File: src/rtl/aes_pkg.sv
// Shared definitions for the AES host sequencer.
//   aes_state_e   sequencer state encoding
//   AES_OP_ENC/DEC operation codes carried on aes_ctrl[1:0]
//   AES_CTRL_RUN  bit index of the run/ownership bit in aes_ctrl
package aes_pkg;

    typedef enum logic [2:0] {
        IDLE  = 3'd0,
        LOAD  = 3'd1,
        RUN   = 3'd2,
        DRAIN = 3'd3,
        ERR   = 3'd4
    } aes_state_e;

    localparam logic [1:0] AES_OP_ENC   = 2'b01;
    localparam logic [1:0] AES_OP_DEC   = 2'b10;
    localparam int         AES_CTRL_RUN = 2;

endpackage

File: src/rtl/aes_host_fifo.sv
// Two-entry output FIFO for read-back words.
//   clk, rst      clock and synchronous active-high reset
//   push, wdata   write one entry (caller guarantees not full)
//   pop           discard head entry (caller guarantees not empty)
//   rdata         head entry
//   count         occupancy, 0..2
module aes_host_fifo #(
    parameter int W = 33
) (
    input  logic         clk,
    input  logic         rst,
    input  logic         push,
    input  logic [W-1:0] wdata,
    input  logic         pop,
    output logic [W-1:0] rdata,
    output logic [1:0]   count
);

    logic [W-1:0] mem [2];
    logic         wr_ptr;
    logic         rd_ptr;

    always_ff @(posedge clk) begin
        if (rst) begin
            wr_ptr <= 1'b0;
            rd_ptr <= 1'b0;
            count  <= 2'd0;
        end else begin
            if (push) begin
                mem[wr_ptr] <= wdata;
                wr_ptr      <= ~wr_ptr;
            end
            if (pop) begin
                rd_ptr <= ~rd_ptr;
            end
            count <= count + {1'b0, push} - {1'b0, pop};
        end
    end

    assign rdata = mem[rd_ptr];

endmodule

File: src/rtl/aes_host_seq.sv
// Host-side sequencer for the AES memory/control port.
// Loads a key + data word stream into AES memory, runs the core, then
// streams the processed data blocks back out with backpressure.
// Optional macro AES_HOST_TIMEOUT_EN adds a completion watchdog in RUN.
//
// Ports:
//   clk_in, rst_in            clock, synchronous active-high reset
//   op_in                     operation, latched with the first word of a job
//   s_data/valid/last_in, s_ready_out   input word stream
//   m_data/valid/last_out, m_ready_in   output word stream
//   busy_out, error_out       status (error sticky until next job starts)
//   aes_ctrl_out              {run, op}
//   aes_data_out, aes_mem_we_out, aes_mem_wr_addr_out   memory write port
//   aes_mem_rd_addr_out, aes_data_in                    memory read port
//   aes_complete_in           core done
//
// state | meaning
// IDLE  | waiting for first word (key word 0)
// LOAD  | writing key words 1..3 then data words
// RUN   | core owns memory, waiting for complete
// DRAIN | reading data words back through the output FIFO
// ERR   | bad job length or timeout; flag error, return to IDLE
module aes_host_seq
    import aes_pkg::*;
#(
    parameter logic [9:0]  KEY_BASE       = 10'd0,
    parameter logic [9:0]  DATA_BASE      = 10'd4,
    parameter logic [9:0]  MAX_WORDS      = 10'd512,
    parameter logic [19:0] TIMEOUT_CYCLES = 20'd1_000_000
) (
    input  logic        clk_in,
    input  logic        rst_in,
    input  logic [1:0]  op_in,
    input  logic [31:0] s_data_in,
    input  logic        s_valid_in,
    input  logic        s_last_in,
    output logic        s_ready_out,
    output logic [31:0] m_data_out,
    output logic        m_valid_out,
    output logic        m_last_out,
    input  logic        m_ready_in,
    output logic        busy_out,
    output logic        error_out,
    output logic [2:0]  aes_ctrl_out,
    output logic [31:0] aes_data_out,
    output logic [3:0]  aes_mem_we_out,
    output logic [9:0]  aes_mem_wr_addr_out,
    output logic [9:0]  aes_mem_rd_addr_out,
    input  logic [31:0] aes_data_in,
    input  logic        aes_complete_in
);

    aes_state_e  state, next_state;
    logic [1:0]  op_q;
    logic        error_q;
    logic [1:0]  key_idx;
    logic        key_done;
    logic [9:0]  n_q;
    logic        ovf_q;
    logic        cmpl_q;
    logic        drain_go;
    logic [9:0]  rd_idx;
    logic        rd_pend;
    logic        pend_last;

    logic        accept;
    logic        is_data;
    logic        drop;
    logic        wr_en;
    logic [9:0]  wr_addr;
    logic [9:0]  n_final;
    logic        ovf_final;
    logic        job_ok;
    logic        cmpl_rise;
    logic        pop;
    logic        issue;
    logic        tmo_hit;
    logic [32:0] fifo_rdata;
    logic [1:0]  fifo_cnt;

    assign s_ready_out = (state == IDLE) || (state == LOAD);
    assign accept      = s_valid_in && s_ready_out;
    assign is_data     = (state == LOAD) && key_done;
    // Data beyond MAX_WORDS is consumed but never written.
    assign drop        = is_data && (n_q == MAX_WORDS);
    assign wr_en       = accept && !drop;
    assign wr_addr     = (state == IDLE) ? KEY_BASE :
                         key_done        ? DATA_BASE + n_q :
                                           KEY_BASE + {8'd0, key_idx};
    assign n_final     = n_q + {9'd0, is_data && !drop};
    assign ovf_final   = ovf_q || drop;
    assign job_ok      = !ovf_final && (n_final >= 10'd4) && (n_final[1:0] == 2'b00);

    assign aes_mem_we_out      = wr_en ? 4'hF : 4'h0;
    assign aes_mem_wr_addr_out = wr_en ? wr_addr : 10'd0;
    assign aes_data_out        = wr_en ? s_data_in : 32'd0;

    assign cmpl_rise   = aes_complete_in && !cmpl_q;
    assign busy_out    = (state != IDLE);
    assign error_out   = error_q;

    assign m_valid_out = (fifo_cnt != 2'd0);
    assign m_data_out  = m_valid_out ? fifo_rdata[31:0] : 32'd0;
    assign m_last_out  = m_valid_out && fifo_rdata[32];
    assign pop         = m_valid_out && m_ready_in;

    // A word popped this cycle frees its slot before the new read lands,
    // which keeps one word per cycle flowing without ever exceeding 2.
    assign issue = (state == DRAIN) && drain_go && (rd_idx != n_q) &&
                   (({1'b0, fifo_cnt} + {2'b00, rd_pend}) < (3'd2 + {2'b00, pop}));
    assign aes_mem_rd_addr_out = issue ? DATA_BASE + rd_idx : 10'd0;

    always_comb begin
        aes_ctrl_out = 3'b000;
        if (state == RUN) begin
            aes_ctrl_out[AES_CTRL_RUN] = 1'b1;
            aes_ctrl_out[1:0]          = op_q;
        end
    end

`ifdef AES_HOST_TIMEOUT_EN
    logic [19:0] tmo_cnt;

    always_ff @(posedge clk_in) begin
        if (rst_in || (state != RUN)) begin
            tmo_cnt <= 20'd0;
        end else begin
            tmo_cnt <= tmo_cnt + 20'd1;
        end
    end

    assign tmo_hit = (state == RUN) && (tmo_cnt == TIMEOUT_CYCLES - 20'd1);
`else
    assign tmo_hit = 1'b0;
`endif

    always_comb begin
        next_state = state;
        case (state)
            IDLE:    if (accept) next_state = s_last_in ? ERR : LOAD;
            LOAD:    if (accept && s_last_in) next_state = job_ok ? RUN : ERR;
            RUN: begin
                if (cmpl_rise)    next_state = DRAIN;
                else if (tmo_hit) next_state = ERR;
            end
            DRAIN:   if (pop && m_last_out) next_state = IDLE;
            ERR:     next_state = IDLE;
            default: next_state = IDLE;
        endcase
    end

    always_ff @(posedge clk_in) begin
        if (rst_in) begin
            state     <= IDLE;
            op_q      <= 2'b00;
            error_q   <= 1'b0;
            key_idx   <= 2'd0;
            key_done  <= 1'b0;
            n_q       <= 10'd0;
            ovf_q     <= 1'b0;
            cmpl_q    <= 1'b0;
            drain_go  <= 1'b0;
            rd_idx    <= 10'd0;
            rd_pend   <= 1'b0;
            pend_last <= 1'b0;
        end else begin
            state  <= next_state;
            cmpl_q <= aes_complete_in;
            if (accept) begin
                if (state == IDLE) begin
                    op_q     <= op_in;
                    key_idx  <= 2'd1;
                    key_done <= 1'b0;
                    n_q      <= 10'd0;
                    ovf_q    <= 1'b0;
                    error_q  <= 1'b0;
                end else if (!key_done) begin
                    key_idx  <= key_idx + 2'd1;
                    key_done <= (key_idx == 2'd3);
                end else begin
                    n_q   <= n_final;
                    ovf_q <= ovf_final;
                end
            end
            if ((next_state == ERR) && (state != ERR)) begin
                error_q <= 1'b1;
            end
            // One idle cycle after run drops before the first read.
            drain_go  <= (state == DRAIN);
            rd_idx    <= (state == DRAIN) ? rd_idx + {9'd0, issue} : 10'd0;
            rd_pend   <= issue;
            pend_last <= issue && (rd_idx == n_q - 10'd1);
        end
    end

    aes_host_fifo #(.W(33)) u_fifo (
        .clk   (clk_in),
        .rst   (rst_in),
        .push  (rd_pend),
        .wdata ({pend_last, aes_data_in}),
        .pop   (pop),
        .rdata (fifo_rdata),
        .count (fifo_cnt)
    );

endmodule

File: config.mk
export PLATFORM = sky130hd
export DESIGN_NAME = aes_host_seq
export DESIGN_NICKNAME = d
export VERILOG_FILES = /design/src/rtl/aes_pkg.sv /design/src/rtl/aes_host_fifo.sv /design/src/rtl/aes_host_seq.sv
export SDC_FILE = /design/constraint.sdc
export NUM_CORES = 1
export LEC_CHECK = 0
export BUFFER_PORTS_ARGS = -buffer_cell sky130_fd_sc_hd__buf_2
export CAP_MARGIN = 10
export CORE_MARGIN = 2
export CORE_UTILIZATION = 50
export CTS_BUF_LIST = sky130_fd_sc_hd__clkbuf_16
export CTS_CLUSTER_SIZE = 12
export DETAILED_ROUTE_END_ITERATION = 7
export PLACE_DENSITY = 0.88
export SLEW_MARGIN = 20
export SYNTH_ARGS = -nofsm -noshare
export SYNTH_HDL_FRONTEND = slang
export SYNTH_HIERARCHICAL = 1
export SYNTH_SLANG_ARGS = --single-unit
File: constraint.sdc
create_clock -name clk_in -period 7.6 [get_ports clk_in]
set_input_delay 1.52 -clock clk_in [delete_from_list [all_inputs] [get_ports clk_in]]
set_output_delay 1.52 -clock clk_in [all_outputs]
set_load 0.01 [all_outputs]
==> results.md <==
- The number of post-CTS setup repair buffers is 0.
- Measured in cells, the most critical reg-to-reg path has a length of 9.
- TritonCTS built the clock tree.
- The cell area after placement is 6538 sq um.
- Global routing consumed, over all layers together, 20.01% of the routing resources.
- The critical path required time is 6.08 ns.
- After detailed routing, the number of remaining DRC violations is 0.
- The worst setup path is captured at a primary output.
- The highest net fanout along the worst path is 18.
- The net count of the mapped netlist is 619.
- The routed wirelength normalized by instance count is 15.13 um.
- After synthesis, the share of flip-flops with an asynchronous set or reset is 0%.
- The synthesized design contains 66 enable-type register cells.
- The headroom to the max-slew limit is 27.12%.
- The clock passes through at most 2 buffers.
- The number of placement rows is 39.
- The number of setup violations in the final report is 0.
- The die outline width is about 110 um.
- The count of buffers added on input and output ports is approximately 170.
- For the worst setup path, the data arrival time is 3.00 ns.
- The class of the most critical hold timing path is reg -> reg.
- For the pin with the worst max-slew slack, the measured transition is around 1.1 ns.
- After global routing the overflow that remains totals 0.
- The flow ran to the end, and the final reports show no timing, DRC or antenna violations.
- Setup repair after global routing left no endpoint under its margin.
- The register bit count reported by yosys is 105.
- TritonCTS created 9 clock buffers.
- In this run the vertical extent of the chip is around 110 um.
- The violation count after the first detailed-route iteration is 309.
- The routed via count is 4393.
- The number of distinct library cell variants in the gate-level netlist after synthesis is 59.
- On the final layout, the worst clock skew is ~0.010 ns.
- A synthesized cell averages between 10 and 15 sq um.
- The number of buffers inserted by hold repair at cts is 0.
- The largest net degree at the start of global routing is 38.
- The floorplan step defined a core boundary enclosing 11370 sq um.
- The critical path is of the reg -> out type.
- The final layout contains routed wiring with a total length of 12450 um.
- Once the floorplan was initialized, standard cells occupied 50.84% of the core.
- STA classifies the critical path startpoint as a flop.
- The number of antenna diodes in the final layout is 0.
- In the routed layout, each cell is associated on average with a via count of 5.338.
- The worst IR drop on VDD is 0.1231 mV.
- The final sum of negative setup slack is 0 ns.
- The die covers 12440 sq um.
- The maximum level of the CTS H-tree is 3.
- The clock latency on the worst-skew pair is 0.34 ns.
- Power spread over the standard cell area amounts to 184.1 nW/um^2.
- After detailed placement, the design holds a cell count of 807.
- The clock input transition at the sequential cells of the worst setup and hold paths is 0.08 ns.
- The last weighted congestion value of the routability-driven placer is 0.8496.
- The number of standard cells in the layout, taps in and fillers out is 823.
- The number of cells on the worst hold path is 2.
- The most used flip-flop cell after synthesis is sky130_fd_sc_hd__edfxtp_1.
- During synthesis, Yosys emitted a total of 6 warnings.
- The design draws between 0.001 and 0.0015 W.
- Once detailed placement completed, the half-perimeter wirelength came to just over 9000 um.
- The area growth from synthesis to layout is 18.16%.
- The via count of the first global-routing pass is roughly 4300.
- Measured on the finished design, the core utilization comes to approximately 60%.
- In the final design database the tool counted roughly 760 nets.
- Once layout is done, the placed cells without fillers occupy about 7000 sq um.
- The portion of the clock cycle consumed by the worst path in the final layout is around three fifths.
- The max-slew violation total from the final report is 0.
- Sequential cells were found to cover 47.79% of the synthesized design area.
- The root buffer cell chosen for the clock tree is sky130_fd_sc_hd__clkbuf_16.
- The number of I/O pins is 168.
- The achievable clock frequency is 221.4 MHz.
- The number of iterations in the first detailed-routing pass is 5.
- In this run the static leakage power is 2.945 nW.
- The worst path needs 4.517 ns of the cycle, external delays included.
- The remaining number of nets flagged by the antenna check after routing is 0.
- The initial antenna violation count is 0.
- Counting every instance in the synthesized netlist gives 533.
- The number of hold violations in the final report came to 0.
- The global-route wire length before repair is roughly 20000 um.
- The layout cell share with drive strength beyond 1 is 34.56%.
- The post-cts gate resize count is 0.
- Max-cap violations in this run came to 0.
- Clock tree synthesis found a total of about 110 sinks.
- The area of the mapped netlist is approximately 5800 sq um.
-- power by group --
part,leakage [nW],switching (W),internal [W]
logic,1.89,0.0000871,0.000102
registers,0.914,0.0000205,0.000610
clock network,0.139,0.000210,0.000228
-- worst paths after layout --
kind                                            from                     end  slack, ns
worst min register to register  op_q[1]$_SDFFE_PP0P_    op_q[1]$_SDFFE_PP0P_       0.46
worst max register to register   n_q[5]$_SDFFE_PP0P_  error_out$_SDFFE_PP0P_       4.14
worst max-delay path             n_q[6]$_SDFFE_PP0P_  aes_mem_rd_addr_out[0]       3.08
worst min-delay path            op_q[1]$_SDFFE_PP0P_    op_q[1]$_SDFFE_PP0P_       0.46
-- through the flow --
step	worst slack, ns	hold WS [ns]
3_5_place_dp	2.878	0.4400
5_1_grt	2.959	0.4840
2_1_floorplan	3.160	0.4037
6_report	3.083	0.4579
3_3_place_gp	3.023	0.4103
4_1_cts	2.871	0.4603
-- final cells by class --
type	instances	area, sq um
fillers	936	4539
flip-flops and latches	105	2764
multi-input cells	375	2696
repair buffers	169	850.8
clock buffers	9	225.2
well taps	143	178.9
clock inverters	7	58.81
inverters	15	56.30
-- cells in the mapped netlist (4+ instances only) --
cell type,count,area (sq um)
sky130_fd_sc_hd__and2_1,72,450.4
sky130_fd_sc_hd__edfxtp_1,66,1982
sky130_fd_sc_hd__nor2_1,53,198.9
sky130_fd_sc_hd__dfxtp_1,39,780.8
sky130_fd_sc_hd__mux2_4,30,450.4
sky130_fd_sc_hd__nand3_1,21,105.1
sky130_fd_sc_hd__a21oi_1,20,100.1
sky130_fd_sc_hd__clkbuf_1,20,75.07
sky130_fd_sc_hd__xnor2_1,20,175.2
sky130_fd_sc_hd__nand2_1,19,71.32
sky130_fd_sc_hd__xor2_1,17,148.9
sky130_fd_sc_hd__inv_1,15,56.30
sky130_fd_sc_hd__ha_1,14,175.2
sky130_fd_sc_hd__o21ai_0,14,70.07
sky130_fd_sc_hd__buf_6,10,112.6
sky130_fd_sc_hd__nor2b_1,8,50.05
sky130_fd_sc_hd__nand4_1,7,43.79
sky130_fd_sc_hd__nor3_1,7,35.03
sky130_fd_sc_hd__and3_1,6,37.54
sky130_fd_sc_hd__or3_1,6,37.54
sky130_fd_sc_hd__buf_4,5,37.54
sky130_fd_sc_hd__a31oi_1,4,25.02
sky130_fd_sc_hd__or2_2,4,25.02
-- worst max-delay path, cell delays in order (launching register included) --
cell and delay [ns]:
sky130_fd_sc_hd__dfxtp_1 0.81, sky130_fd_sc_hd__xor2_1 0.21, sky130_fd_sc_hd__or4_1 0.54, sky130_fd_sc_hd__or4_4 0.45, sky130_fd_sc_hd__nand2_2 0.17, sky130_fd_sc_hd__inv_1 0.07, sky130_fd_sc_hd__ha_1 0.24, sky130_fd_sc_hd__buf_2 0.16
-- layer usage --
metal | up-vias | part of all wire (%) | routed length (um) | GRT usage (%)
li1 | 2154 | - | - | -
met2 | 186 | 51 | 6392 | 35.61
met1 | 2041 | 41 | 5134 | 25.49
met3 | 12 | 6.3 | 781 | 3.103
met5 | - | 0 | 0 | 0
met4 | 0 | 1.1 | 142 | 5.432
-- sequential cells by signal (all words and copies together), names as in the netlist, named ones only --
register and count:
u_fifo/mem 66, n_q 10, rd_idx 10, state 3, key_idx 2, op_q 2
u_fifo/count 2, cmpl_q 1, drain_go 1, error_out 1, key_done 1, ovf_q 1
pend_last 1, rd_pend 1, u_fifo/rd_ptr 1, u_fifo/wr_ptr 1
-- cells by family (layout without fill, tap and decap cells) --
kind of cell	count (synthesis)	count (layout)	synth area share (%)
AND/OR/NAND/NOR	231	231	22.38
flip-flops	105	105	47.79
AO/OA/AOI/OAI	58	58	6.342
buffers and inverters	53	200	5.909
XOR/XNOR	38	38	5.996
multiplexers	34	34	8.550
adder cells (fa/ha/maj)	14	14	3.030
-- layout by cell type (no fill, tap or decap), types with 8 or more instances in the layout --
| cell | netlist | final |
|---|---|---|
| sky130_fd_sc_hd__edfxtp_1 | 66 | 66 |
| sky130_fd_sc_hd__nor2b_1 | 8 | 8 |
| sky130_fd_sc_hd__a21oi_1 | 20 | 20 |
| sky130_fd_sc_hd__xnor2_1 | 20 | 20 |
| sky130_fd_sc_hd__o21ai_0 | 14 | 14 |
| sky130_fd_sc_hd__ha_1 | 14 | 14 |
| sky130_fd_sc_hd__clkbuf_16 | 0 | 9 |
| sky130_fd_sc_hd__inv_1 | 15 | 15 |
| sky130_fd_sc_hd__and2_1 | 72 | 72 |
| sky130_fd_sc_hd__mux2_4 | 30 | 30 |
| sky130_fd_sc_hd__buf_2 | 0 | 167 |
| sky130_fd_sc_hd__nand2_1 | 19 | 19 |
| sky130_fd_sc_hd__nand3_1 | 21 | 21 |
| sky130_fd_sc_hd__dfxtp_1 | 39 | 38 |
| sky130_fd_sc_hd__xor2_1 | 17 | 17 |
| sky130_fd_sc_hd__nor2_1 | 53 | 53 |
(Power assumes the default switching activity.)
